--- config.mk ---
export PLATFORM = sky130hd
export DESIGN_NAME = reset_vector_seq
export DESIGN_NICKNAME = d
export VERILOG_FILES = /design/src/rtl/cpu_pkg.sv /design/src/rtl/reset_vector_seq.sv
export SDC_FILE = /design/constraint.sdc
export NUM_CORES = 1
export LEC_CHECK = 0
export ABC_AREA = 1
export BUFFER_PORTS_ARGS = -buffer_cell sky130_fd_sc_hd__buf_2
export CORE_ASPECT_RATIO = 0.6
export CORE_MARGIN = 2
export CORE_UTILIZATION = 53
export CTS_CLUSTER_DIAMETER = 80
export CTS_CLUSTER_SIZE = 16
export DETAILED_ROUTE_END_ITERATION = 8
export HOLD_SLACK_MARGIN = 0.05
export PLACE_DENSITY = 0.84
export SYNTH_ARGS = -nofsm -noshare
export SYNTH_HDL_FRONTEND = slang
export SYNTH_SLANG_ARGS = --single-unit
--- constraint.sdc ---
create_clock -name clk -period 1.85 [get_ports clk]
set_input_delay 0.185 -clock clk [delete_from_list [all_inputs] [get_ports clk]]
set_output_delay 0.185 -clock clk [all_outputs]
set_load 0.01 [all_outputs]
--- src/rtl/cpu_pkg.sv ---
// Shared CPU-side definitions: reset-sequence state encoding and fixed bus addresses.
package cpu_pkg;

   typedef enum logic [3:0] {
      ST_HOLD = 4'd0,
      ST_T0   = 4'd1,
      ST_T1   = 4'd2,
      ST_T2   = 4'd3,
      ST_T3   = 4'd4,
      ST_T4   = 4'd5,
      ST_T5   = 4'd6,
      ST_T6   = 4'd7,
      ST_DONE = 4'd8
   } state_t;

   localparam logic [15:0] RESET_VEC  = 16'hFFFC;
   localparam logic [7:0]  STACK_PAGE = 8'h01;

endpackage

--- src/rtl/reset_vector_seq.sv ---
// 6502-style reset sequence: dummy PC reads, three stack-read SP decrements, vector fetch.
// Delivers start PC, SP and I flag to the core and raises pc_valid when done.
//
// state   | meaning
// --------+---------------------------------------------------------
// HOLD    | waiting for rst_req low on an enabled cycle
// T0, T1  | dummy reads at PC_INIT
// T2..T4  | stack reads at {01,SP}; SP decrements on leaving
// T5      | vector low byte read at VEC_ADDR
// T6      | vector high byte read at VEC_ADDR+1
// DONE    | start PC valid, addr follows pc_out
module reset_vector_seq
   import cpu_pkg::*;
#(
   parameter logic [15:0] VEC_ADDR = RESET_VEC,
   parameter logic [7:0]  SP_INIT  = 8'h00,
   parameter logic [15:0] PC_INIT  = 16'h0000
) (
   input  logic        clk,
   input  logic        reset_n,
   input  logic        clk_enable,
   input  logic        rst_req,
   input  logic [7:0]  data_in,
   output logic [15:0] addr,
   output logic        rw,
   output logic        busy,
   output logic [15:0] pc_out,
   output logic [7:0]  sp_out,
   output logic        i_flag,
   output logic        pc_valid
);

   state_t state;

   always_ff @(posedge clk) begin
      if (!reset_n) begin
         state    <= ST_HOLD;
         busy     <= 1'b1;
         pc_out   <= 16'h0000;
         sp_out   <= SP_INIT;
         i_flag   <= 1'b1;
         pc_valid <= 1'b0;
      end else if (rst_req) begin
         // restart wins over advancement, even on the T6 capture edge
         state    <= ST_HOLD;
         busy     <= 1'b1;
         i_flag   <= 1'b1;
         pc_valid <= 1'b0;
      end else if (clk_enable) begin
         i_flag <= 1'b1;
         case (state)
            ST_HOLD: begin
               state  <= ST_T0;
               sp_out <= SP_INIT;
            end
            ST_T0: state <= ST_T1;
            ST_T1: state <= ST_T2;
            ST_T2: begin
               state  <= ST_T3;
               sp_out <= sp_out - 8'd1;
            end
            ST_T3: begin
               state  <= ST_T4;
               sp_out <= sp_out - 8'd1;
            end
            ST_T4: begin
               state  <= ST_T5;
               sp_out <= sp_out - 8'd1;
            end
            ST_T5: begin
               state       <= ST_T6;
               pc_out[7:0] <= data_in;
            end
            ST_T6: begin
               state        <= ST_DONE;
               pc_out[15:8] <= data_in;
               pc_valid     <= 1'b1;
               busy         <= 1'b0;
            end
            ST_DONE: state <= ST_DONE;
            default: state <= ST_HOLD;
         endcase
      end
   end

   always_comb begin
      addr = PC_INIT;
      case (state)
         ST_T2, ST_T3, ST_T4: addr = {STACK_PAGE, sp_out};
         ST_T5:               addr = VEC_ADDR;
         ST_T6:               addr = VEC_ADDR + 16'd1;
         ST_DONE:             addr = pc_out;
         default:             addr = PC_INIT;
      endcase
   end

   assign rw = 1'b1;

endmodule

=== Word level (Yosys, flattened, before mapping) ===
Cells that the tools add are included.

* Add/sub/neg operators: 1
* Equal/unequal tests: 8
* Muxes and demuxes: 3
* Bitwise logic cells: 2
* Reductions and logical operators: 9

{| class="wikitable"
|+ Operator list
! kind !! count
|-
| 16-bit case mux with 4 select lines || 1
|-
| 4-bit case mux with 8 select lines || 1
|-
| 4-bit by 3-bit == test with 1-bit output, second input constant || 4
|-
| 8-bit case mux with 2 select lines || 1
|-
| 3-bit AND reduction || 3
|-
| 4-bit by 2-bit == test with 1-bit output, second input constant || 2
|-
| 8-bit by 1-bit subtractor with 8-bit output, second input constant || 1
|-
| 4-bit by 1-bit == test with 1-bit output, second input constant || 1
|-
| 4-bit == test, second input constant || 1
|-
| 4-bit logical NOT || 1
|-
| 2-bit OR reduction || 2
|-
| 3-bit OR reduction || 1
|-
| 1-bit NOT || 2
|-
| 2-bit AND reduction || 1
|-
| 2-bit nonzero test || 1
|}

* Register bits after elaboration: 30
* Input port bits: 12
* Output and inout bits: 44
* Logic and storage cells: 29

=== Longest topological paths before layout ===
* Word-level depth: 4
* Gate-level depth with buffers: 10
* Gate-level depth less buffers: 10

=== Worst setup path before layout ===
OpenSTA, ideal clock, no wires.

* Kind: register to output
* Start point: register state[1]
* End point: output port addr[0]
* Data arrival time: 1029 ps
* Required time: 1665 ps
* Setup slack: 636 ps
* Stages on the path, launching flop included: 7
* Buffers on the path: 0
* Cell sequence: dfxtp_1 nand2_1 clkinv_1 nand2_4 nand2_4 inv_4 o221ai_1

* Cells in the longest elaborated chain, start to end: 3
* Elaborated cells between the ends (all ways): 8
* Those cells by class: eq/ne (6); mux (1); reduce/logical (1)

{| class="wikitable"
|+ Ends and longest elaborated chain
! element !! line !! text
|-
| from (decl) || reset_vector_seq.sv:33 || <nowiki>state_t state;</nowiki>
|-
| from (signal assigned) || reset_vector_seq.sv:37 || <nowiki>state <= ST_HOLD;</nowiki>
|-
| from (signal assigned) || reset_vector_seq.sv:45 || <nowiki>state <= ST_HOLD;</nowiki>
|-
| from (signal assigned) || reset_vector_seq.sv:53 || <nowiki>state <= ST_T0;</nowiki>
|-
| 4-bit by 2-bit == test with 1-bit output / 4-bit by 3-bit == test with 1-bit output (equally long branches) || reset_vector_seq.sv:88 || <nowiki>case (state)</nowiki>
|-
| 3-bit OR reduction (no source line) || n/a ||
|-
| 16-bit case mux with 4 select lines * || reset_vector_seq.sv:88 ||
|-
| to (decl) || reset_vector_seq.sv:24 || <nowiki>output logic [15:0] addr,</nowiki>
|}

Every way passes the cells marked *; elsewhere a longest branch is shown, timed or not.

=== Worst setup path after layout ===
* Start point: register state[1]
* End point: output port addr[4]

Same word-level chain as after synthesis.

==> impl_summary.md <==
Layout
The area growth from synthesis to layout is 24.1%. Leaving out fill and tap cells, the most frequent cell in the layout is sky130_fd_sc_hd__buf_2. The library cells used most frequently in the layout, excluding fill and tap cells, are sky130_fd_sc_hd__buf_2 (53), sky130_fd_sc_hd__nand2_1 (40), sky130_fd_sc_hd__nor2_1 (33). The filler cells instantiated in the layout total 238. The share of layout cells above drive strength 1 is 0.320. The number of antenna diodes in the final layout is 0.

The final net count is 287. Once layout is complete, the cells apart from fillers number 317.

Worst setup path
The largest single stage delay on the critical path is 0.47 ns. Among all stages on the critical path, the largest delay is contributed by sky130_fd_sc_hd__dfxtp_1. The buffer and inverter count on the worst path is 3.

For the worst flop-to-flop path, the logic depth is 9. The arrival time of the worst setup path is 1.53 ns. In this run the worst path has a maximum fanout of 9. The critical register-to-register path startpoint is state[3]$_SDFFE_PP0P_. STA classifies the critical path endpoint as a primary output. The endpoint of the lowest-slack register-to-register path is sp_out[7]$_SDFFE_PN0P_. In this design, the largest share of critical-path delay is due to flip-flops. The critical path data required time is 1.66 ns. The critical path runs through a total of 7 cells. Across all register-to-register paths, the minimum setup slack is 0.48 ns. In this design, the critical path's most frequently occurring cell is sky130_fd_sc_hd__nand2_4.

By startpoint and endpoint, the worst setup path is classified as reg2out. STA classifies the critical path startpoint as a flop. Traced cell by cell, the critical path runs through nand2_1 > clkinv_1 > nand2_4 > nand2_4 > inv_4 > o221ai_1 > buf_2.

Yosys
sky130_fd_sc_hd__dfxtp_1 takes more of the synthesized area than any other cell. Of the total synthesized cell area, the portion taken by AND, OR, NAND and NOR gates is 0.345. In this run, synthesis produced a sequential element count of 30. Of the post-synthesis cell area, the dominant cell type holds 0.383. The count of mapped cells out of synthesis is 218.

The adder and majority gate portion of the synthesized area is 0.00798. After synthesis, the share of cell area in mux cells is 0. The Yosys step of the flow raised 0 warnings. The per-instance average area after synthesis is 7.19 µm².

Of the total synthesized cell area, the portion taken by XOR and XNOR cells is 0.00559. The share of the Yosys chip area taken by registers is 0.383. The area fraction in compound gates after synthesis is 0.159. After synthesis, the largest family of logic cells by area is simple AND/OR/NAND/NOR gates.

Yosys attributes the largest share of cell area to sky130_fd_sc_hd__dfxtp_1 (38%), sky130_fd_sc_hd__nand2_1 (9.6%), sky130_fd_sc_hd__nor2_1 (7.9%), sky130_fd_sc_hd__a21oi_1 (5.1%), sky130_fd_sc_hd__inv_1 (4.8%). The area of the mapped netlist is 0.00157 mm². The number of unique standard cell types used by synthesis is 32.

Place
The estimated wirelength of the detail-placed design is 3.02 mm. After detailed placement, the design holds a cell count of 309. The quantity of I/O buffers inserted on ports is 53. Before CTS, the worst setup slack after placement is 0.439 ns. Routability-driven placement finished with a final weighted congestion of 0.904.

Min path
The worst hold path passes through 3 cells. The class of the most critical hold timing path is in2reg. The startpoint of the worst hold path is data_in[5]. For hold timing, the worst endpoint is pc_out[13]$_SDFFE_PN0P_.

Floorplanning
For this configuration, the core starts out at a cell density of 0.553. The core region is 0.00283 mm². The I/O pin total is 56.

The area of the die is 0.00342 mm². The height of the die is 46.1 µm. The total number of placement rows is 15. The width of the chip is 74.2 µm.

Power and ir drop
The static power due to leakage is 0.973 nW. VDD sags by at most 0.000487 V. For this design the ratio of total power to cell area is 682 mW/mm².

Clocking
Clock tree synthesis inserted a total of 5 buffers. The number of gates given a new drive strength after cts is 0. The clock root buffer is sky130_fd_sc_hd__clkbuf_8.

Post-CTS timing repair inserted 0 buffers for setup. The largest buffer count on any clock path is 2. The clock network latency to the later pin of the worst-skew pair is 0.28 ns. The H-tree was split into 2 levels. After clock tree synthesis, the clock-pin slew on the worst setup and hold paths is 0.06 ns. The post-cts hold buffer count is 0. The total clock sinks is 30. TritonCTS built the clock tree.

Drt
Once detail routing completed, the nets flagged for antenna violations numbered 0. The initial detailed-routing violation count is 126. For this run, design rule violations remaining after detail routing come to 0. The routed via count divided by cell count is 4.99. The aggregate routed wire length is 3.84 mm.

The wire length per cell is 12.1 µm. Detailed routing inserted a total of 1,581 vias. The number of optimization iterations in the first detailed-route pass is 4.

Global routing
The initial antenna violation count is 0. The sum of overflow across all layers after global routing is 0. For this run, the total global-route usage over all layers was measured as 0.245. The number of global-route vias before repair is 1,292. The first global-routing pass estimated 6.15 mm of wire.

Entering global routing, the biggest net connects 19 pins.

STA
The top achievable clock speed is 584 MHz. Setup repair after global routing left no endpoint under its margin. In the final timing run, aggregate negative setup slack is 0 ns.

The number of hold violations in the final report was 0. Dividing the final minimum period by the clock period gives 0.926. The clock period could shrink to 1.71 ns. Final hold analysis gives a worst-case slack of 0.172 ns. Setup violations remaining at the end of the flow were counted as 0. The setup skew after layout is 0.00425 ns. The worst-case setup margin in the final layout is 0.137 ns. The max-slew violation count came to 0.

Flow run
The count of maximum capacitance violations is 0.

Status
The flow ran to the end, and the final reports show no timing, DRC or antenna violations.
==> through the flow <==
step	total power [mW]	util	cell area [µm²]
global route	1.39	0.687	1950
detailed placement	0.807	0.654	1850
floorplan	0.768	-	1570
finish	1.33	0.687	1950
CTS	1.34	0.687	1950
global placement	0.805	0.654	1850
==> metal layers <==
layer | track usage | vias to the layer above | share of wire
met1 | 0.369 | 692 | 0.52
li1 | - | 816 | -
met2 | 0.336 | 70 | 0.38
met3 | 0.0897 | 3 | 0.096
met5 | 0 | - | 0
met4 | 0.0464 | 0 | 0.0060
==> cells by family after synthesis <==
| logic type | Yosys count |
|---|---|
| buf+inv | 35 |
| xor+xnor | 1 |
| flops | 30 |
| simple gates | 106 |
| compound gates | 44 |
| other cells | 1 |
| fa+ha+maj | 1 |
==> final cells by class <==
| cell class | count | area [µm²] | share of cell area |
|---|---|---|---|
| clock inverters | 1 | 5.00 | 0.00257 |
| repair buffers | 53 | 265 | 0.136 |
| flip-flops and latches | 30 | 601 | 0.309 |
| multi-input cells | 154 | 818 | 0.421 |
| inverters | 30 | 118 | 0.0605 |
| clock buffers | 7 | 86.3 | 0.0444 |
| well taps | 42 | 52.6 | 0.0270 |
==> worst max path at each step <==
stage                          startpoint       end  slack [ns]
floorplan           state[1]$_SDFFE_PP0P_   addr[0]        0.64
finish              state[1]$_SDFFE_PP0P_   addr[4]        0.14
CTS                 state[1]$_SDFFE_PP0P_   addr[6]        0.13
global placement    state[1]$_SDFFE_PP0P_   addr[4]        0.41
detailed placement  state[1]$_SDFFE_PP0P_   addr[6]        0.44
global route        state[0]$_SDFFE_PP0P_  addr[10]       0.007
==> flip-flops by register name (all words and copies together) (netlist names) <==
signal	flops
state	4
pc_out	16
pc_valid	1
busy	1
sp_out	8
==> report_power, final <==
part / total [mW] / internal [mW] / leakage, nW / switching (mW)
logic: 0.131 / 0.0472 / 0.683 / 0.0833
registers: 0.665 / 0.655 / 0.242 / 0.0104
clock network: 0.532 / 0.299 / 0.0482 / 0.233
==> Yosys cell counts <==
library cell / n
sky130_fd_sc_hd__nand2_1: 40
sky130_fd_sc_hd__nor2_1: 33
sky130_fd_sc_hd__dfxtp_1: 30
sky130_fd_sc_hd__inv_1: 20
sky130_fd_sc_hd__a21oi_1: 16
sky130_fd_sc_hd__o21ai_0: 10
sky130_fd_sc_hd__nand3_1: 9
sky130_fd_sc_hd__o21ai_1: 9
sky130_fd_sc_hd__inv_2: 7
sky130_fd_sc_hd__o221ai_1: 6
sky130_fd_sc_hd__nand2_4: 5
sky130_fd_sc_hd__nor2_2: 5
sky130_fd_sc_hd__nand3_2: 3
sky130_fd_sc_hd__nand4_1: 3
sky130_fd_sc_hd__buf_4: 2
sky130_fd_sc_hd__inv_4: 2
sky130_fd_sc_hd__nand2_2: 2
sky130_fd_sc_hd__nor2_4: 2
sky130_fd_sc_hd__a211oi_1: 1
sky130_fd_sc_hd__buf_2: 1
sky130_fd_sc_hd__buf_6: 1
sky130_fd_sc_hd__clkbuf_1: 1
sky130_fd_sc_hd__clkinv_1: 1
sky130_fd_sc_hd__conb_1: 1
sky130_fd_sc_hd__ha_1: 1
sky130_fd_sc_hd__nand3_4: 1
sky130_fd_sc_hd__nand3b_1: 1
sky130_fd_sc_hd__nor2_8: 1
sky130_fd_sc_hd__nor3_1: 1
sky130_fd_sc_hd__o211ai_1: 1
sky130_fd_sc_hd__o22ai_1: 1
sky130_fd_sc_hd__xor2_1: 1
==> worst register-to-register path, stage by stage (launching register included) <==
cell and delay (ns):
sky130_fd_sc_hd__dfxtp_1 0.50, sky130_fd_sc_hd__inv_2 0.09, sky130_fd_sc_hd__nand3_2 0.14, sky130_fd_sc_hd__nand2_4 0.09
sky130_fd_sc_hd__inv_4 0.11, sky130_fd_sc_hd__nand3_2 0.08, sky130_fd_sc_hd__nand2_2 0.12, sky130_fd_sc_hd__inv_2 0.04
sky130_fd_sc_hd__nand2_1 0.07, sky130_fd_sc_hd__nor2_2 0.03
Note: power is estimated with default switching activity, not from simulation.
